--- src/rtl/dmem_arbiter.sv ---
// dmem_arbiter: shares the single-port data memory between the CPU load/store
// port (C) and the debug/DMA loader port (D). One access per cycle, single-cycle
// grant, read data returned one cycle after the grant to the requester that won.
//
// Ports
//   clk, res               clock, asynchronous active-low reset
//   c_req/c_we/c_addr/c_wdata   CPU request inputs
//   c_gnt                  CPU access issued this cycle (combinational)
//   c_rvalid/c_rdata       CPU read return
//   d_*                    same set for the debug/DMA requester
//   m_en/m_we/m_addr/m_wdata    memory access (combinational from the winner)
//   m_rdata                memory read data, valid the cycle after a read strobe
//   c_cnt/d_cnt            saturating counts of granted accesses
//
// Configuration
//   CPU_PRIORITY_EN  defined: C wins ties, D is force-granted after MAX_WAIT
//                    consecutive denied cycles. Undefined: round-robin on ties.
module dmem_arbiter #(
    parameter int unsigned ADDR_W   = 6,
    parameter int unsigned DATA_W   = 32,
    parameter int unsigned MAX_WAIT = 4,
    parameter int unsigned CNT_W    = 16
) (
    input  logic              clk,
    input  logic              res,

    input  logic              c_req,
    input  logic              c_we,
    input  logic [ADDR_W-1:0] c_addr,
    input  logic [DATA_W-1:0] c_wdata,
    output logic              c_gnt,
    output logic              c_rvalid,
    output logic [DATA_W-1:0] c_rdata,

    input  logic              d_req,
    input  logic              d_we,
    input  logic [ADDR_W-1:0] d_addr,
    input  logic [DATA_W-1:0] d_wdata,
    output logic              d_gnt,
    output logic              d_rvalid,
    output logic [DATA_W-1:0] d_rdata,

    output logic              m_en,
    output logic              m_we,
    output logic [ADDR_W-1:0] m_addr,
    output logic [DATA_W-1:0] m_wdata,
    input  logic [DATA_W-1:0] m_rdata,

    output logic [CNT_W-1:0]  c_cnt,
    output logic [CNT_W-1:0]  d_cnt
);

    // rd_own encoding: 0 = C, 1 = D
    localparam logic OWN_C = 1'b0;
    localparam logic OWN_D = 1'b1;

    logic             rd_pend_q, rd_pend_d;
    logic             rd_own_q,  rd_own_d;
    logic [CNT_W-1:0] c_cnt_q,   c_cnt_d;
    logic [CNT_W-1:0] d_cnt_q,   d_cnt_d;
    logic             c_wins_tie;

`ifdef CPU_PRIORITY_EN
    localparam int unsigned WAIT_W = $clog2(MAX_WAIT + 1);

    logic [WAIT_W-1:0] wait_cnt_q, wait_cnt_d;

    // C keeps ties unless D has been starved for MAX_WAIT cycles
    always_comb begin
        c_wins_tie = (wait_cnt_q != WAIT_W'(MAX_WAIT));
    end

    // Consecutive cycles D was asking but lost
    always_comb begin
        wait_cnt_d = wait_cnt_q;
        if (!d_req || d_gnt) begin
            wait_cnt_d = '0;
        end else if (wait_cnt_q != WAIT_W'(MAX_WAIT)) begin
            wait_cnt_d = wait_cnt_q + WAIT_W'(1);
        end
    end

    always_ff @(posedge clk or negedge res) begin
        if (!res) begin
            wait_cnt_q <= '0;
        end else begin
            wait_cnt_q <= wait_cnt_d;
        end
    end
`else
    // last_win encoding: 0 = C, 1 = D; resets to D so C takes the first tie
    logic last_win_q, last_win_d;

    always_comb begin
        c_wins_tie = (last_win_q == OWN_D);
    end

    always_comb begin
        last_win_d = last_win_q;
        if (c_gnt) begin
            last_win_d = OWN_C;
        end else if (d_gnt) begin
            last_win_d = OWN_D;
        end
    end

    always_ff @(posedge clk or negedge res) begin
        if (!res) begin
            last_win_q <= OWN_D;
        end else begin
            last_win_q <= last_win_d;
        end
    end
`endif

    // Grant and memory mux; nothing is granted while reset is held
    always_comb begin
        c_gnt   = 1'b0;
        d_gnt   = 1'b0;
        m_en    = 1'b0;
        m_we    = 1'b0;
        m_addr  = '0;
        m_wdata = '0;
        if (res) begin
            c_gnt = c_req && (!d_req || c_wins_tie);
            d_gnt = d_req && (!c_req || !c_wins_tie);
        end
        if (c_gnt) begin
            m_en    = 1'b1;
            m_we    = c_we;
            m_addr  = c_addr;
            m_wdata = c_wdata;
        end else if (d_gnt) begin
            m_en    = 1'b1;
            m_we    = d_we;
            m_addr  = d_addr;
            m_wdata = d_wdata;
        end
    end

    // Track which requester owns the read returning next cycle
    always_comb begin
        rd_pend_d = m_en && !m_we;
        rd_own_d  = rd_own_q;
        if (m_en && !m_we) begin
            rd_own_d = d_gnt ? OWN_D : OWN_C;
        end
    end

    // Saturating grant counters
    always_comb begin
        c_cnt_d = c_cnt_q;
        d_cnt_d = d_cnt_q;
        if (c_gnt && (c_cnt_q != {CNT_W{1'b1}})) begin
            c_cnt_d = c_cnt_q + CNT_W'(1);
        end
        if (d_gnt && (d_cnt_q != {CNT_W{1'b1}})) begin
            d_cnt_d = d_cnt_q + CNT_W'(1);
        end
    end

    always_ff @(posedge clk or negedge res) begin
        if (!res) begin
            rd_pend_q <= 1'b0;
            rd_own_q  <= OWN_C;
            c_cnt_q   <= '0;
            d_cnt_q   <= '0;
        end else begin
            rd_pend_q <= rd_pend_d;
            rd_own_q  <= rd_own_d;
            c_cnt_q   <= c_cnt_d;
            d_cnt_q   <= d_cnt_d;
        end
    end

    // Read return: memory data goes only to the owner, the other side sees 0
    always_comb begin
        c_rvalid = rd_pend_q && (rd_own_q == OWN_C);
        d_rvalid = rd_pend_q && (rd_own_q == OWN_D);
        c_rdata  = c_rvalid ? m_rdata : '0;
        d_rdata  = d_rvalid ? m_rdata : '0;
        c_cnt    = c_cnt_q;
        d_cnt    = d_cnt_q;
    end

endmodule

--- config.mk ---
export PLATFORM = sky130hd
export DESIGN_NAME = dmem_arbiter
export DESIGN_NICKNAME = d
export VERILOG_FILES = /design/src/rtl/dmem_arbiter.sv
export SDC_FILE = /design/constraint.sdc
export NUM_CORES = 1
export LEC_CHECK = 0
export ABC_AREA = 1
export CAP_MARGIN = 20
export CORE_AREA = 2 2 98 100
export DETAILED_ROUTE_END_ITERATION = 10
export DIE_AREA = 0 0 100 102
export HOLD_SLACK_MARGIN = 0.12
export PLACE_DENSITY = 0.82
export SKIP_CTS_REPAIR_TIMING = 1
export SLEW_MARGIN = 20
export SYNTH_ARGS = -nofsm -noshare
export SYNTH_HDL_FRONTEND = slang
export SYNTH_SLANG_ARGS = --single-unit
--- constraint.sdc ---
create_clock -name clk -period 3.62 [get_ports clk]
set_input_delay 0.543 -clock clk [delete_from_list [all_inputs] [get_ports clk]]
set_output_delay 0.543 -clock clk [all_outputs]
set_load 0.05 [all_outputs]
== Word-level counts from Yosys, hierarchy flattened ==
Cells that the tools add are included.

* Muxes and demuxes: 14
* Reductions and logical operators: 14
* Eq/ne operators: 2
* $add $sub $neg: 2
* Bitwise gates (word level): 1

{| class="wikitable"
|+ Operator list
! operator !! count
|-
| $mux W32 || 4
|-
| $add A16 B1 Y16 const B || 2
|-
| $ne A16 B16 Y1 const B || 2
|-
| $mux W6 || 2
|-
| $mux W1 || 8
|-
| $logic_and A1 B1 Y1 || 7
|-
| $logic_not A1 Y1 || 4
|-
| $logic_or A1 B1 Y1 || 2
|-
| $reduce_bool A2 Y1 || 1
|-
| $not A1 Y1 || 1
|}

* Logic and storage cells: 38
* Bits of input ports: 114
* Output and inout port bits: 140
* Register bits after elaboration: 35

== Longest topological paths before layout ==
Gate-level depths: netlist (run 1).

* Depth in word-level cells: 8
* Mapped depth: 9
* Gate-level depth less buffers: 9

== Worst setup path before layout (run 1) ==
Ideal clock, no wire load.

* Path type: register to output
* From: register rd_own_q
* To: output port c_rdata[10]
* Path slack: 895 ps
* Data arrival time: 2182 ps
* Data required time: 3077 ps
* Cell stages (with the launch flop): 5
* Path buffers: 1
* Path through: dfrtp_1 > nor2_1 > inv_1 > clkbuf_1 > nor2_1

* Longest elaborated chain between the ends: 3

{| class="wikitable"
|+ RTL lines
! item !! RTL line !! source
|-
| from (decl) || 58 || <nowiki>logic rd_own_q, rd_own_d;</nowiki>
|-
| from (signal assigned) || 170 || <nowiki>rd_own_q <= rd_own_d;</nowiki>
|-
| $not A1 Y1 || 178 || <nowiki>c_rvalid = rd_pend_q && (rd_own_q == OWN_C);</nowiki>
|-
| $logic_and A1 B1 Y1 || 178 ||
|-
| net c_rvalid || 32 || <nowiki>output logic c_rvalid,</nowiki>
|-
| $mux W32 || 180 || <nowiki>c_rdata = c_rvalid ? m_rdata : '0;</nowiki>
|-
| to (decl) || 33 || <nowiki>output logic [DATA_W-1:0] c_rdata,</nowiki>
|}

The timed path passes the listed nets, and every way through them passes these cells.

== Final worst setup path (run 1) ==
* From: register rd_own_q
* To: output port c_rdata[13]

* Longest elaborated chain between the ends: 3

{| class="wikitable"
|+ RTL lines
! item !! RTL line
|-
| $not A1 Y1 || 178
|-
| $logic_and A1 B1 Y1 || 178
|-
| $mux W32 || 180
|}

Every way passes these cells.

==> results of run 1 <==
cell usage after synthesis, types with 4 or more instances:
cell / count / area [um^2]
xor2_1: 5 / 43.8
o21ai_0: 5 / 25.0
nand2_2: 5 / 31.3
nor2_2: 4 / 25.0
dfrtp_1: 34 / 851
o21ai_1: 5 / 25.0
o21ai_2: 5 / 43.8
buf_2: 8 / 40.0
nor2_1: 96 / 360
a22o_1: 38 / 333
clkbuf_1: 6 / 22.5
nand3_1: 19 / 95.1
inv_1: 58 / 218
nand2_1: 133 / 499
nand4_1: 11 / 68.8
xnor2_1: 8 / 70.1
critical path: cells and delay by family, from the launching register on:
family	cells	cell delay, ps
AND/OR/NAND/NOR	2	440
buffers and inverters	2	1240
flip-flops	1	420
cell usage in the layout (no fill, tap or decap), types with 8 or more instances in the layout:
master	instances
nand3_1	19
nand2_1	133
nand4_1	11
nor2_1	96
buf_12	41
clkdlybuf4s50_1	211
xnor2_1	8
inv_1	58
dfrtp_1	34
a22o_1	38
power groups by stage:
stage	logic [mW]	registers [mW]	clock network (mW)
2_1_floorplan	0.599	0.745	0
3_3_place_gp	1.36	0.561	0
3_5_place_dp	1.39	0.564	0
4_1_cts	1.39	0.560	0.360
5_1_grt	1.46	0.572	0.382
6_report	1.39	0.561	0.354
worst paths after layout:
kind	slack, ps	endpoint	depth (start not counted)
min in group clk	520	c_wins_tie	2
worst max-delay path	700	c_rdata[13]	4
worst min-delay path	360	c_cnt[7]	2
worst min register to register	520	c_wins_tie	2
max in group asynchronous	2890	c_wins_tie	2
worst max register to register	1600	c_cnt[1]	8
sequential cells by signal, summed over array words and instances (netlist names):
| name | cells |
|---|---|
| rd_own_q | 1 |
| c_cnt | 16 |
| c_wins_tie | 1 |
| rd_pend_q | 1 |
| d_cnt | 16 |
cell families (layout without fill, tap and decap cells):
family	after synthesis	count (layout)
and+or+nand+nor	275	275
other	0	2
AOI/OAI and AO/OA	54	54
xor gates and xnor gates	13	13
adders and majority gates	2	2
DFF	35	35
buffers and inverters	80	327
metal layers:
metal | GRT usage (%) | part of all wire, % | vias to the layer above
li1 | - | - | 1948
met1 | 29.2 | 36 | 1819
met2 | 47.5 | 51 | 155
met3 | 13.2 | 11 | 11
met4 | 5.37 | 0.97 | 0
met5 | 0 | 0 | -
stage by stage:
step	setup slack [ps]	cell area, um^2	hold WS (ps)	utilization (%)
after floorplan	895	2940	247	-
after global placement	819	5940	506	65.3
after detailed placement	787	5940	509	65.3
after CTS	545	6050	391	66.4
after global routing	516	6070	398	66.6
final	696	6070	361	66.6
cell type report:
type / instances / area (um^2)
Antenna cell: 2 / 5.00
Clock inverter: 2 / 37.5
Inverter: 62 / 233
Sequential cell: 35 / 877
Tap cell: 111 / 139
Fill cell: 736 / 3040
Timing Repair Buffer: 258 / 2980
Multi-Input combinational cell: 344 / 1730
Clock buffer: 5 / 68.8
==> results.txt, run 1 <==
- Placed Cells incl. Taps: 809
- In the synthesized netlist the dominant register cell turns out to be dfrtp_1.
- Number of remaining DRC errors: 0
- The flow ran to the end, and the final reports show no timing, DRC or antenna violations.
- Input/output buffers: 253
* Via count of the first global-routing pass: around 3900
- # H-tree levels: 2
- Endpoint class of the critical path: output port
- TritonCTS built the clock tree.
- Worst path required time: just over 3000 ps
* First-pass GRT wire length: between 20000 and 25000 um
- Of the cells placed in the final design, the portion with a size suffix greater than 1 is 11.0%.
- Number of nets still failing antenna checks after routing: 0
- Summed over all layers, the routed wires come to between 10000 and 15000 um.
- Number of primary I/O pins: approximately 250
- Across the run, the number of max-cap violations was 0.
- After synthesis, flip-flops and latches occupy approximately 30% of the total area.
- For this design, the slowest cell found on the critical path is clkdlybuf4s50_1.
- The area growth from synthesis to layout is 106%.
- Post-synth net total: 575
- Clock-pin slew of the registers on the worst-case setup and hold paths: 80 ps
* Vertical extent of the die: around 100 um
* Pin count of the biggest net entering global routing: 42
* Sink Count: 35
* Cells traversed along the worst timing path: nor2_1, inv_1, nor2_1, clkdlybuf4s50_1
- Summing the areas of all xor and xnor instances in the mapped netlist gives 3.87% of the synthesized area.
- In the final timing run, aggregate negative setup slack is 0 ps.
* Combinational family with the most area after synthesis: simple AND/OR/NAND/NOR gates
- Syn_area_per_cell: between 6 and 7 um^2
- Worst Clk Skew: 12.5 ps
- The setup path with the least slack is of type reg -> out.
* Fraction of the mapped netlist area in simple logic gates: between 30% and 40%
- Switching Power: between 1 and 1.5 mW
- Tracing the worst setup path back leads to its startpoint at rd_own_q.
- Share of the synthesized area in compound gates (AO/OA/AOI/OAI): around 15%
- For the worst setup path, the data arrival time is roughly 2400 ps.
- Count of flip-flops with a built-in enable after synthesis: 0
- Share of synthesized area spent on multiplexers: 0%
* Tot Pwr: ~2.3 mW
- For this run, the detailed router's first-pass iteration total came to 4.
- Cell variety after synth: 27
- The detailed router finished its first iteration with between 150 and 200 violations.
- Type of origin of the critical path: flip-flop
- Dividing the detail-routed wire length by the instance count gives 17.4 um.
- Clock group share of total power: between 10% and 20%
- The cell sitting at the root of the clock tree is a clkbuf_8.
- Summing the areas of all fa, ha and maj instances in the mapped netlist gives less than 1% of the synthesized area.
- Starting utilization of the core area: about a third
- Clock latency reported for the late side of the worst-skew pair: about 300 ps
* Period minus WS final: between 2000 and 3000 ps
* Slew at the pin with the worst max-slew slack: 915 ps
* Sequential fraction of design power: 24.3%
* X dimension of the die: approximately 100 um
* RSZ-0062 raised after global routing: false
* Leakage power: about 2.7 nW
- Netlist Area Pre-Place: around 2900 um^2
- TritonCTS created 5 clock buffers.
- Combinational cells account for 60.3% of the total power.
- Measured against its own limit, the worst slew margin works out to between 30% and 40%.
- Number of flip-flops and latches in the synthesized netlist: 35
- After floorplanning, the core was divided into 35 placement rows.
- Worst-path maximum fanout: 32
* Startpoint of the worst register-to-register path: c_wins_tie
- The core region is approximately 9000 um^2.
- Pwr Density: approximately 380 nW/um^2
- In the finished design, the share of the clock period the worst path needs comes to 80.8%.
- Final HPWL from detailed placement: about 12000 um
- Worst min-delay path class: in -> async
- IR analysis of the VDD net gives a maximum drop of between 0.3 and 0.4 mV.
* Number of antenna violations at the first check in global routing: 1
* Max Transition Viols Final: 0
- Total of warnings raised by yosys: 0
- Largest incremental delay on the critical path: about 840 ps
- Detailed routing inserted a total of 3933 vias.
- DR vias/cell: 4.80
- Internal portion of total power: 1.20 mW
- Final standard cell count with taps included and fillers excluded: a little over 800
- Setup violations remaining at the end of the flow were counted as 0.
- Synthesis handed over a netlist of 459 instances.
- Overflow after GRT: 0
- After synthesis, the share of flip-flops with an asynchronous set or reset is 100%.
* Gr usage total: 26.8%
- The die covers just over 10000 um^2.
- The number of hold violations in the final report is 0.
- Timing would allow up to around 340 MHz.
- Cell occurring most often along the worst timing path: nor2_1
* Switching power as a share of total power: between 40 and 50%
* Weighted congestion reported at the end of routability-driven placement: 0.862
- Bufs on Longest Clock Path: 2
- Net count of the finished layout: a little over 800
No activity file was read; power rests on OpenSTA's default activity.
==> run 2: changes to the inputs <==
--- a/config.mk
+++ b/config.mk
@@ -7,11 +7,10 @@
 export LEC_CHECK = 0
 export ABC_AREA = 1
 export CAP_MARGIN = 20
-export CORE_AREA = 2 2 98 100
+export CORE_UTILIZATION = 32
 export DETAILED_ROUTE_END_ITERATION = 10
-export DIE_AREA = 0 0 100 102
 export HOLD_SLACK_MARGIN = 0.12
-export PLACE_DENSITY = 0.82
+export PLACE_DENSITY = 0.81
 export SKIP_CTS_REPAIR_TIMING = 1
 export SLEW_MARGIN = 20
 export SYNTH_ARGS = -nofsm -noshare
==> constraint.sdc (replaced) <==
create_clock -name clk -period 2.9 [get_ports clk]
set_input_delay 0.435 -clock clk [delete_from_list [all_inputs] [get_ports clk]]
set_output_delay 0.435 -clock clk [all_outputs]
set_load 0.05 [all_outputs]
==> results.txt, run 2 (synthesized netlist as in run 1, its figures left out) <==
* Vertical extent of the die: slightly below 100 um
- The initial utilization of the core area, before any placement, comes to 33.4%.
* Antenna diodes: 0
- At the placement stage, the worst setup path has a slack of a little under 400 ps.
* FILL cells: 686
- In this run the number of H-tree levels came out at 2.
- Global routing used about 28% of the available tracks across all layers.
- Max-cap violations: 0
* First-pass DRT Iterations: 8
* Period minus WS final: approximately 2800 ps
* First-pass GRT wire length: 21000 um
- The worst setup path is of the reg -> out kind.
- Clock-pin slew of the registers on the worst-case setup and hold paths: ~70 ps
- Tot Pwr: just under 3 mW
* Area growth from synthesis to layout: 110%
- At the pin with the least slew margin, the transition time is about 580 ps.
* Final HPWL from detailed placement: about 11000 um
- Pin count of the biggest net entering global routing: 34
* Leading cell type in the layout, fill and taps excluded: clkdlybuf4s50_1
* Number of antenna violations at the first check in global routing: 0
- For this run, the post-layout net count is between 800 and 900.
* Endpoint class of the critical path: output port
- Counting the buffers created by CTS gives 5.
- The startpoint identified for the worst register-to-register timing path is d_cnt[0].
- Across all setup checks in the final design, the least slack found is just over 50 ps.
- After floorplanning, the core was sized to cover a little under 9000 um^2.
- The initialized floorplan defines 34 standard-cell rows.
* Post-layout util: between 70% and 80%
- Type of origin of the critical path: flip-flop
- Via count: about 4100
* Worst Clk Skew: 10.3 ps
* Final wirelength: approximately 14000 um
* Worst min-delay path class: in -> async
- Data on the critical path arrives at its endpoint at ~2400 ps.
* Pwr Density: between 400 and 500 nW/um^2
- The worst register-to-register path ends at d_cnt[13].
- In this run the worst path has a maximum fanout of 16.
* Wire length per cell: approximately 17 um
- Via count of the first global-routing pass: 3834
- For this run, the number of standard cells in the final layout without fillers is 821.
- Worst path required time: between 2000 and 2500 ps
- The worst-case IR drop observed on VDD is between 0.4 and 0.5 mV.
- After detailed routing, the number of vias per cell comes to approximately 5.0.
- The tree is rooted in a clkbuf_8.
- Final hold analysis gives a worst-case slack of ~350 ps.
* Die area: around 9600 um^2
- Number of primary I/O pins: 254
- The number of max-slew violations in the final report came to 0.
* Weighted congestion reported at the end of routability-driven placement: between 0.9 and 1
- Failing checks: design-rule violations
- Input/output buffers: about 250
* Final hold violation count: 0
* FF-to-FF path depth: 7
* DRT iter0 DRCs: roughly 210
- Based on the critical path, the design can be clocked at up to around 350 MHz.
- In the routed design, unresolved DRC markers number 19.
- Number of nets still failing antenna checks after routing: 0
- Leakage power: around 3.0 nW
- At the later pin of the worst-skew pair, clock insertion delay measures 300 ps.
* CTS tree: done
* Number of endpoints failing setup at the final stage: 0
- In the final layout, the share of cells above drive strength 1 is 12.1%.
- Sink Count: 35
- After layout, the worst path uses roughly 98% of the clock period.
- Including well taps, the total number of placed cells is 810.
* Relative max-transition margin: between 60% and 70%
- In the layout the commonest cells are 197 x clkdlybuf4s50_1, 133 x nand2_1, 96 x nor2_1, 57 x inv_1, 44 x buf_12.
- X dimension of the die: just under 100 um
- Result of the run: finished, violations left
* Worst-case register-to-register setup slack: about 1100 ps
- Overflow after GRT: 0
* Bufs on Longest Clock Path: 2
[run 2: area by class of cell]
class                      count  area [um^2]  area share (%)
clock buffer                   6         82.6            1.33
clock inverter                 2         35.0           0.566
inverter                      62          236            3.82
multi-input combinational    344         1730            27.9
sequential                    35          877            14.2
tap                          108          135            2.18
timing repair buffer         263         3090            49.9
timing repair inverter         1         7.51           0.121
[run 2: critical path, stage by stage, from the launching register on]
cell and delay [ps]:
dfrtp_1 410, nor2_1 390, clkinvlp_4 170, buf_4 210, nor2_1 110, clkdlybuf4s50_1 820
[run 2: worst max path at each step]
stage | startpoint | end | slack, ps | depth (start not counted)
after global placement | res | m_wdata[23] | 410 | 6
after floorplan | rd_own_q | c_rdata[10] | 280 | 4
after detailed placement | res | m_wdata[23] | 390 | 6
final | rd_own_q | c_rdata[30] | 50 | 5
after global routing | rd_own_q | c_rdata[25] | -60 | 5
after CTS | rd_own_q | c_rdata[8] | 110 | 4
[run 2: report_power, final]
part	internal, mW	switching, mW	total, mW
Sequential	0.569	0.131	0.700
Combinational	0.690	1.06	1.76
Clock	0.278	0.190	0.468
[run 2: stage by stage]
stage | instance area (um^2) | TNS, ps
6_report | 6190 | 0
5_1_grt | 6190 | -626
4_1_cts | 6130 | 0
3_5_place_dp | 6010 | 0
3_3_place_gp | 6010 | 0
2_1_floorplan | 2940 | 0
[run 2: metal layers]
metal / track usage [%] / vias up / routed length (um)
met5: 0 / - / 0
met2: 48.1 / 210 / 6820
met4: 3.38 / 0 / 128
li1: - / 1952 / -
met3: 9.95 / 24 / 1500
met1: 34.5 / 1906 / 5330
==> run 3: changes to the inputs <==
--- a/config.mk
+++ b/config.mk
@@ -8,6 +8,7 @@
 export ABC_AREA = 1
 export CAP_MARGIN = 20
 export CORE_UTILIZATION = 32
+export CTS_CLUSTER_DIAMETER = 200
 export DETAILED_ROUTE_END_ITERATION = 10
 export HOLD_SLACK_MARGIN = 0.12
 export PLACE_DENSITY = 0.81
==> constraint.sdc (replaced) <==
create_clock -name clk -period 2.9 [get_ports clk]
set_input_delay 0.435 -clock clk [delete_from_list [all_inputs] [get_ports clk]]
set_output_delay 0.435 -clock clk [all_outputs]
set_load 0.01 [all_outputs]
==> results.txt, run 3 (synthesized netlist as in run 1, its figures left out) <==
- The run finished, with violations left.
* Failing checks: design-rule violations
* Startpoint of the worst register-to-register path: d_cnt[0]
* Core region area: 8810 um^2
* Gr usage total: between 20% and 30%
- The number of max-slew violations in the final report is 0.
- Slew at the pin with the worst max-slew slack: between 900 and 1000 ps
- Setup violations remaining at the end of the flow were counted as 0.
* Leakage power: around 2.5 nW
* CTS tree: done
- Routability-driven placement finished with a final weighted congestion of 0.968.
* Smallest hold slack: ~520 ps
* Buffer cell driving the clock tree root: clkbuf_8
* FILL cells: approximately 790
- Power comes to 2.09 mW.
- Input/output buffers: about 250
* # H-tree levels: 2
* Most frequent cells in the layout: 253 x clkdlybuf4s50_1, 133 x nand2_1, 96 x nor2_1, 58 x inv_1, 38 x a22o_1
- The area growth from synthesis to layout is 92.9%.
- For this run, the detailed router's first-pass iteration total came to 8.
- Worst Clk Skew: slightly above 7 ps
- The placed instances occupy a cell area of 5590 um^2.
* Overflow after GRT: 0
- The repair_antennas step left the layout with diodes totalling 0.
* Net count of the finished layout: approximately 830
* Clock-pin slew of the registers on the worst-case setup and hold paths: approximately 80 ps
- The worst setup path is of the in -> out kind.
- The tool flagged a number of max-cap violations equal to 0.
- Worst-path maximum fanout: 29
* Placement Rows: 34
* FMAX: ~360 MHz
- The worst setup path is launched from an input pin.
- Number of antenna violations at the first check in global routing: 0
- Area of all sequential standard cells: between 800 and 900 um^2
* Die area: about 9600 um^2
- Setup repair after global routing left no endpoint under its margin.
- Leaving out fill and tap cells, the most frequent cell in the layout is clkdlybuf4s50_1.
* Starting utilization of the core area: 33.4%
- The detail route stage leaves a number of antenna-violating nets equal to 0.
- Via count of the first global-routing pass: around 3600
- Relative max-transition margin: 39.4%
- In the finished design, the share of the clock period the worst path needs comes to 94.8%.
- For the worst-skew pair, the clock arrives at the later sink with an insertion delay of a little under 300 ps.
- Number of primary I/O pins: between 200 and 300
- Bufs on Longest Clock Path: 2
* Vertical extent of the die: 97.9 um
- Counting every sink on the clock net gives 35.
* X dimension of the die: roughly 100 um
- After detailed routing, the average wire length per cell comes to ~16 um.
* Via count: a little under 4000
- Entering global routing, the biggest net connects 34 pins.
* Arrival time of the worst setup path: around 2300 ps
- The HPWL after detailed placement is roughly 10000 um.
* Final-layout setup total negative slack: 0 ps
* Final design area excluding fillers: 5680 um^2
* Post-layout util: roughly 64%
* Number of CTS-inserted buffers: 5
* Reg-to-reg critical path endpoint: d_cnt[5]
- DR vias/cell: approximately 4.8
* First-pass GRT wire length: approximately 19000 um
* DRT iter0 DRCs: 180
- Endpoint class of the critical path: output port
- Period minus WS final: ~2700 ps
- In this run the power density over the cells is between 300 and 400 nW/um^2.
- FF-to-FF path depth: 7
- VDD sags by at most approximately 0.48 mV.
- At the worst endpoint, the required time is about 2500 ps.
* Worst-case register-to-register setup slack: roughly 1100 ps
* Worst min-delay path class: in -> async
* Number of remaining DRC errors: 18
- The multi-input combinational cells in the finished layout cover a total of approximately 1700 um^2.
- After detailed routing, the total wire length is about 13000 um.
* Share of layout cells above drive strength 1: under 10%
- The number of hold violations in the final report came to 0.
## run 3: metal layers
layer / global-route usage (%) / part of all wire, % / up-vias
met4: 3.73 / 1.1 / 0
met3: 5.23 / 8.9 / 10
met2: 41.3 / 47 / 165
met1: 34.1 / 43 / 1841
met5: 0 / 0 / -
li1: - / - / 1945
## run 3: worst max path at each step
stage | cells after the start | slack (ps) | from | to
global placement | 6 | 170 | res | m_wdata[22]
floorplan | 6 | 1200 | c_wins_tie | m_addr[0]
detailed placement | 6 | 150 | res | m_wdata[22]
global route | 6 | 30 | res | m_wdata[22]
CTS | 6 | 140 | res | m_wdata[22]
finish | 6 | 150 | res | m_wdata[22]
## run 3: per-stage QoR
stage | worst slack (ps) | instances
global placement | 171 | 810
global route | 33.0 | 818
CTS | 138 | 818
floorplan | 1200 | 459
finish | 152 | 818
detailed placement | 146 | 810
## run 3: area by class of cell
cell class | instances | share of cell area [%]
Multi-Input combinational cell | 344 | 30.4
Timing Repair Buffer | 261 | 46.1
Sequential cell | 35 | 15.5
Tap cell | 108 | 2.38
Clock inverter | 2 | 0.220
Clock buffer | 6 | 1.28
Inverter | 62 | 4.10
## run 3: power by group
part	total, mW	switching [mW]	internal (mW)
logic	1.05	0.458	0.590
registers	0.694	0.125	0.570
clock network	0.350	0.182	0.168
total	2.09	0.764	1.33
## run 3: worst max-delay path: stages
cell and delay (ps):
clkdlybuf4s50_1 520, nand3_1 130, inv_2 180, buf_12 200, a22o_1 250, clkdlybuf4s50_1 570
